[src/rtl/fetch_unit.sv]
// Instruction fetch stage: PC, one-entry fetch register, redirect/stall/halt.
// Define FETCH_PERF_CNT_EN to add fetch_count and stall_count outputs.
module fetch_unit #(
  parameter int INSTRUCTION_SIZE = 16,
  parameter int INSTRUCTION_ADDR_SIZE = 10,
  parameter logic [3:0] HLT_OPCODE = 4'b0001
) (
  input  logic clk,
  input  logic rst_n,
  output logic [INSTRUCTION_ADDR_SIZE-1:0] imem_addr,
  input  logic [INSTRUCTION_SIZE-1:0] imem_data,
  input  logic stall,
  input  logic redirect_valid,
  input  logic [INSTRUCTION_ADDR_SIZE-1:0] redirect_addr,
  input  logic hlt_commit,
  output logic instr_valid,
  output logic [INSTRUCTION_SIZE-1:0] instr,
  output logic [INSTRUCTION_ADDR_SIZE-1:0] instr_pc,
`ifdef FETCH_PERF_CNT_EN
  output logic [15:0] fetch_count,
  output logic [15:0] stall_count,
`endif
  output logic halted
);

  localparam logic [1:0] RUN = 2'd0;
  localparam logic [1:0] HALT_PEND = 2'd1;
  localparam logic [1:0] HALTED = 2'd2;

  logic [1:0] state;
  logic [INSTRUCTION_ADDR_SIZE-1:0] pc;
  logic live;
  logic is_hlt;
  logic do_hlt;
  logic do_redir;
  logic do_fetch;
  logic do_drain;

  assign imem_addr = pc;
  assign halted = (state == HALTED);
  assign live = (state != HALTED);
  assign is_hlt =
    (imem_data[INSTRUCTION_SIZE-1 -: 4] == HLT_OPCODE);

  // One-hot action select; anything else holds.
  assign do_hlt = live & hlt_commit;
  assign do_redir = live & ~hlt_commit & redirect_valid;
  assign do_fetch = (state == RUN) & ~hlt_commit
                  & ~redirect_valid & ~stall;
  assign do_drain = (state == HALT_PEND) & ~hlt_commit
                  & ~redirect_valid & ~stall;

  always_ff @(posedge clk) begin
    if (!rst_n) begin
      state <= RUN;
      pc <= '0;
      instr_valid <= 1'b0;
      instr <= '0;
      instr_pc <= '0;
    end else begin
      unique case (1'b1)
        do_hlt: begin
          state <= HALTED;
          instr_valid <= 1'b0;
        end
        do_redir: begin
          state <= RUN;
          pc <= redirect_addr;
          instr_valid <= 1'b0;
        end
        do_fetch: begin
          instr <= imem_data;
          instr_pc <= pc;
          instr_valid <= 1'b1;
          if (is_hlt) begin
            state <= HALT_PEND;
          end else begin
            pc <= pc + INSTRUCTION_ADDR_SIZE'(1);
          end
        end
        do_drain: begin
          instr_valid <= 1'b0;
        end
        default: begin
        end
      endcase
    end
  end

`ifdef FETCH_PERF_CNT_EN
  always_ff @(posedge clk) begin
    if (!rst_n) begin
      fetch_count <= '0;
      stall_count <= '0;
    end else begin
      if (do_fetch) begin
        fetch_count <= fetch_count + 16'd1;
      end
      if (stall && live) begin
        stall_count <= stall_count + 16'd1;
      end
    end
  end
`endif

endmodule

[config.mk]
export PLATFORM = sky130hd
export DESIGN_NAME = fetch_unit
export DESIGN_NICKNAME = d
export VERILOG_FILES = /design/src/rtl/fetch_unit.sv
export SDC_FILE = /design/constraint.sdc
export NUM_CORES = 1
export LEC_CHECK = 0
export CAP_MARGIN = 10
export CORE_ASPECT_RATIO = 0.9
export CORE_MARGIN = 8
export CORE_UTILIZATION = 45
export DETAILED_ROUTE_END_ITERATION = 8
export PLACE_DENSITY = 0.95
export SLEW_MARGIN = 20
export SYNTH_ARGS = -nofsm -noshare
export SYNTH_HDL_FRONTEND = slang
export SYNTH_SLANG_ARGS = --single-unit
[constraint.sdc]
create_clock -name clk -period 3 [get_ports clk]
set_input_delay 0.6 -clock clk [delete_from_list [all_inputs] [get_ports clk]]
set_output_delay 0.6 -clock clk [all_outputs]
set_load 0.01 [all_outputs]
==> impl_metrics.env <==
export IMPL_outcome="finished, final reports clean"
export IMPL_period_minus_slack_ns=2.57
export IMPL_synth_edf_count=0
export IMPL_initial_core_util_pct=45.5
export IMPL_syn_inst=214
export IMPL_drive_above_1_share_pct=6.71
export IMPL_fin_util_pct=68.9
export IMPL_skew_ns=0.00501
export IMPL_crit_path_top_delay_cell="or4_4"
export IMPL_dp_hpwl_um=3700
export IMPL_powerDensity_nw_per_um2=444
export IMPL_crit_chain="clkdlybuf4s50_1 -> or2_4 -> or4_4 -> buf_4 -> nor3_1 -> a21oi_1 -> o32ai_1"
export IMPL_final_setup_tns_ns=0
export IMPL_cts_tree="yes"
export IMPL_synth_area_leaders="dfxtp_1 (47%), nand2_1 (15%), a21oi_1 (12%), o21ai_0 (2.4%), clkbuf_1 (2.3%)"
export IMPL_period_share_pct=85.5
export IMPL_synth_adder_area_share_pct=0.758
export IMPL_diodes=0
export IMPL_clock_tree_buffer_depth=2
export IMPL_worst_setup_path_start_kind="input port"
export IMPL_p_leak_nw=0.849
export IMPL_grt_pass1_vias=1731
export IMPL_path_depth=7
export IMPL_antenna_left=0
export IMPL_dieArea_um2=5860
export IMPL_cts_resized_gates=0
export IMPL_yosysWarnings=0
export IMPL_fin_hold_ws_ns=0.453
export IMPL_clkSinkCount=39
export IMPL_place_congestion=0.844
export IMPL_fill_cells=297
export IMPL_cap_viol_max_count=0
export IMPL_max_slew_margin_pct=72.3
export IMPL_netlist_area_um2=1650
export IMPL_cp_top_family="simple AND/OR/NAND/NOR gates"
export IMPL_finalMaxSlewViolations=0
export IMPL_cts_buffers=5
export IMPL_synth_fp_nets=246
export IMPL_yosys_area_top_type="dfxtp_1"
export IMPL_synthMuxAreaShare_pct=0.607
export IMPL_area_delta_synth_final_pct=51.3
export IMPL_clock_latency_ns=0.29
export IMPL_synth_simple_area_share_pct=26.8
export IMPL_antenna_found_initial=0
export IMPL_worst_pin_slew_ns=0.416
export IMPL_multi_input_area_um2=817
export IMPL_final_nets=314
export IMPL_ys_ff_latch=39
export IMPL_r2r_start="state[1]"
export IMPL_slowest_delay_ns=0.54
export IMPL_grt_pass1_wl_um=7970
export IMPL_io_buffers=68
export IMPL_rsz0062_at_grt="false"
export IMPL_core_area_um2=3630
export IMPL_hold_viol=0
export IMPL_startpoint="hlt_commit"
export IMPL_yosys_area_top_type_share_pct=47.3
export IMPL_grt_usage_pct=17.1
export IMPL_ys_flop_type="dfxtp_1"
export IMPL_avgSynthCellArea_um2=7.71
export IMPL_cts_setup_buffers=0
export IMPL_synth_cell_types=38
export IMPL_worst_path_buf_inv=2
export IMPL_routed_via_density=5.39
export IMPL_endpoint="imem_addr[6]"
export IMPL_hold_class="register to register"
export IMPL_reg2regPathDepth=5
export IMPL_finalSetupViolCount=0
export IMPL_num_io_pins=69
export IMPL_die_h_um=73.5
export IMPL_cp_end_kind="register"
export IMPL_crit_fanout=29
export IMPL_overflow=0
export IMPL_detail_route_iter0_violations=153
export IMPL_async_reset_ff_share_pct=0
export IMPL_hold_buffers=0
export IMPL_ys_seq_area_share_pct=47.3
export IMPL_synthXorXnorAreaFrac_pct=0
export IMPL_rows=21
export IMPL_synth_top_family_by_area="simple AND/OR/NAND/NOR gates"
export IMPL_vias=1773
export IMPL_htreeDepth=2
export IMPL_synth_compound_gate_area_share_pct=20.8
export IMPL_clkTransAtPathRegs_ns=0.08
export IMPL_clockRootBuffer="clkbuf_8"
export IMPL_required_ns=3.18
export IMPL_rr_endpoint="imem_addr[6]"
export IMPL_fmax_mhz=390
export IMPL_seq_area_um2=781
export IMPL_ir_worst_vdd_mv=0.364
export IMPL_crit_arrival_ns=2.75
export IMPL_routed_wl_um=5100
export IMPL_grt_max_degree=37
export IMPL_path_class="input port to register"
export IMPL_dr_pass1_iters=4
export IMPL_routedWlPerCell_um=15.5
export IMPL_post_route_drc_count=0
export IMPL_r2r_slack_ns=0.97
export IMPL_die_x_um=79.8
[cell usage in the layout (no fill, tap or decap), types with 2 or more instances in the layout]
master and instances:
nor3_1 5, nor2_1 5, nand3_1 2, nand4_1 2, nand2_1 68, o22ai_1 3, o21ai_0 8, buf_4 4
a21oi_1 41, dfxtp_1 39, clkdlybuf4s50_1 68, and2_1 4, clkbuf_8 7
[worst register-to-register path, cell delays in order (launching register included)]
cell     delay (ns)
dfxtp_1        0.39
or4_4          0.68
buf_4          0.27
nor3_1         0.24
a21oi_1        0.06
o32ai_1        0.29
[per-stage QoR]
| stage | instances | power (mW) | instance area, um^2 | setup WS [ns] |
|---|---|---|---|---|
| 2_1_floorplan | 214 | 0.629 | 1650 | 0.866 |
| 3_3_place_gp | 321 | 0.723 | 2390 | 0.286 |
| 3_5_place_dp | 321 | 0.728 | 2390 | 0.217 |
| 4_1_cts | 329 | 1.12 | 2500 | 0.469 |
| 5_1_grt | 329 | 1.15 | 2500 | 0.400 |
| 6_report | 329 | 1.11 | 2500 | 0.435 |
[kinds of logic (layout without fill, tap and decap cells)]
kind of cell	Yosys count	in the layout
adder cells (fa/ha/maj)	1	1
flip-flops	39	39
AND/OR/NAND/NOR	98	98
buffers and inverters	14	83
multiplexers	1	1
AO/OA/AOI/OAI	61	61
[metal layers]
layer | vias up | global-route usage [%] | routed length [um]
li1 | 867 | - | -
met1 | 826 | 16.8 | 1920
met2 | 69 | 30.8 | 2590
met3 | 11 | 6.48 | 489
met4 | 0 | 8.67 | 104
met5 | - | 0 | 0
[worst min-delay path by stage]
stage | depth (start not counted) | from | slack, ns | endpoint
2_1_floorplan | 2 | instr[0] | 0.48 | instr[0]
3_3_place_gp | 2 | instr[2] | 0.44 | instr[2]
3_5_place_dp | 2 | instr[0] | 0.45 | instr[0]
4_1_cts | 2 | instr[0] | 0.46 | instr[0]
5_1_grt | 2 | instr[0] | 0.48 | instr[0]
6_report | 2 | instr[13] | 0.45 | instr[13]
[cell usage after synthesis (2+ instances only)]
cell type	number
nand4_1	2
a21oi_1	41
nand3_1	2
clkbuf_1	10
nor2_1	5
o21ai_0	8
dfxtp_1	39
nor3_1	5
nand2_1	68
o22ai_1	3
and2_1	4
[cell type report]
class / count / share of cell area (%)
Sequential cell: 39 / 31.3
Timing Repair Buffer: 73 / 29.3
Clock inverter: 1 / 0.301
Multi-Input combinational cell: 161 / 32.7
Tap cell: 46 / 2.30
Clock buffer: 7 / 3.86
Inverter: 2 / 0.301
[report_power, final]
group | total [mW] | internal, mW | switching (mW)
sequential | 0.556 | 0.535 | 0.0204
clock | 0.390 | 0.209 | 0.181
combinational | 0.163 | 0.0907 | 0.0719
total | 1.11 | 0.835 | 0.274
[state kept, by name, indices dropped and copies added (netlist names)]
register	flops
instr	16
imem_addr	10
instr_pc	10
state	2
instr_valid	1
(Power assumes the default switching activity.)
==> variant (same settings) <==
The parameter `INSTRUCTION_ADDR_SIZE` goes from 10 to 11.
--- a/src/rtl/fetch_unit.sv
+++ b/src/rtl/fetch_unit.sv
@@ -2,7 +2,7 @@
 // Define FETCH_PERF_CNT_EN to add fetch_count and stall_count outputs.
 module fetch_unit #(
   parameter int INSTRUCTION_SIZE = 16,
-  parameter int INSTRUCTION_ADDR_SIZE = 10,
+  parameter int INSTRUCTION_ADDR_SIZE = 11,
   parameter logic [3:0] HLT_OPCODE = 4'b0001
 ) (
   input  logic clk,
Interface: changed (resized imem_addr, instr_pc and redirect_addr); port bits go from 69 to 72. The function was not compared with the original's and may differ.
==> variant against the unedited design <==
Sequential cell count grew 2; non-clock buffer count grew 7; count of clock-buffer cells in the layout is the same; clock power grew 17%; power grew 9.0%; register-to-register slack gained 0.11 ns; worst setup slack gained 0.16 ns; synthesized area grew 9.5%; first-iteration DRC count grew 38%; design area grew 7.7%; clock skew grew 0.0025 ns; cell count grew 6.1%; routed wire length grew 0.59%; critical path type unchanged; critical endpoint is now imem_addr[4]; highest routed layer unchanged.
==> variant: results (changes against the unedited design) <==
[grt]
grt_usage_pct = 16.6  ; was 17.1%
grtUsageMet1_pct = 20.0  ; was 16.8%
grt_pass1_wl_um = 8530  ; was 7970 µm
use_met3_pct = 5.42  ; was 6.48%
grt_use_met2_pct = 26.7  ; was 30.8%

[drt]
wl_met1_um = 2140  ; was 1920 µm
wirelength_um = 5130  ; was 5100 µm
wl_met3_um = 464  ; was 489 µm
drt_iter0_drc = 211  ; was 153
vias = 1908  ; was 1773
met2_length_um = 2450  ; was 2590 µm

[synthesis]
synth.distinct_cells = 35  ; was 38
synth_nets = 263  ; was 246
seq_area_frac_synth_pct = 45.4  ; was 47.3%

[final_layout]
fillers = 345  ; was 297
drive_above_1_share_pct = 6.64  ; was 6.71%

[timing]
max_slew.worst_pin.slew_ns = 0.537  ; was 0.416 ns
holdWs_ns = 0.454  ; was 0.453 ns

[pwr]
p_int_mw = 0.929  ; was 0.835 mW
powerSeq_mw = 0.582  ; was 0.556 mW
leakage_nw = 0.908  ; was 0.849 nW
peakVddDrop_v = 0.000503  ; was 0.000364 V

[setup_path]
slowest_delay_ns = 0.56  ; was 0.54 ns
crit_fanout = 13  ; was 29
worst-r2r-setup-slack_ns = 1.08  ; was 0.97 ns
cpMaxStageDelayCell = or4_1  ; was or4_4
r2r_end = imem_addr[4]  ; was imem_addr[6]

[place]
routabilityCongestion = 0.850  ; was 0.844
hpwl_um = 3850  ; was 3700 µm

[outcome]
outcome = completed  ; unchanged

[hold_path]
hp-start = instr[9]  ; was instr[13]
hold_end = instr[9]  ; was instr[13]

variant: kinds of logic (layout without fill, tap and decap cells):
family / count (synthesis) / count (layout) / share of synthesized area (%)
buffers and inverters: 20 / 91 / 5.26
AO/OA/AOI/OAI: 70 / 70 / 24.1
flip-flops: 41 / 41 / 45.4
multiplexers: 2 / 2 / 1.11
AND/OR/NAND/NOR: 96 / 96 / 23.4
adder cells (fa/ha/maj): 1 / 1 / 0.692
variant: per-stage QoR:
| step | power, mW | area, µm² | setup slack, ns | utilization [%] | std cells |
|---|---|---|---|---|---|
| after floorplan | 0.665 | 1810 | 1.04 | - | 230 |
| after global placement | 0.762 | 2570 | 0.356 | 64.9 | 341 |
| after detailed placement | 0.765 | 2570 | 0.308 | 64.9 | 341 |
| after CTS | 1.22 | 2690 | 0.616 | 67.9 | 349 |
| after global routing | 1.26 | 2690 | 0.497 | 67.9 | 349 |
| final | 1.21 | 2690 | 0.596 | 67.9 | 349 |
variant: layout make-up:
cell class	instances	area, µm²	area share (%)
multi-input cells	169	891	33.1
flip-flops and latches	41	821	30.5
repair buffers	80	791	29.4
clock buffers	7	86.3	3.21
well taps	48	60.1	2.23
clock inverters	1	30.0	1.12
inverters	3	11.3	0.419
variant: how the worst max path moves through the flow:
stage	slack, ns	end	from
floorplan	1.04	imem_addr[3]	hlt_commit
global placement	0.36	imem_addr[4]	hlt_commit
detailed placement	0.31	imem_addr[4]	hlt_commit
CTS	0.62	imem_addr[4]	hlt_commit
global route	0.50	imem_addr[0]	hlt_commit
finish	0.60	imem_addr[4]	hlt_commit
variant: tightest hold or removal path, delay by kind of cell (launching register included):
kind             cells  cell delay, ns
AND/OR/NAND/NOR      1            0.05
AO/OA/AOI/OAI        1            0.05
flip-flops           1            0.31
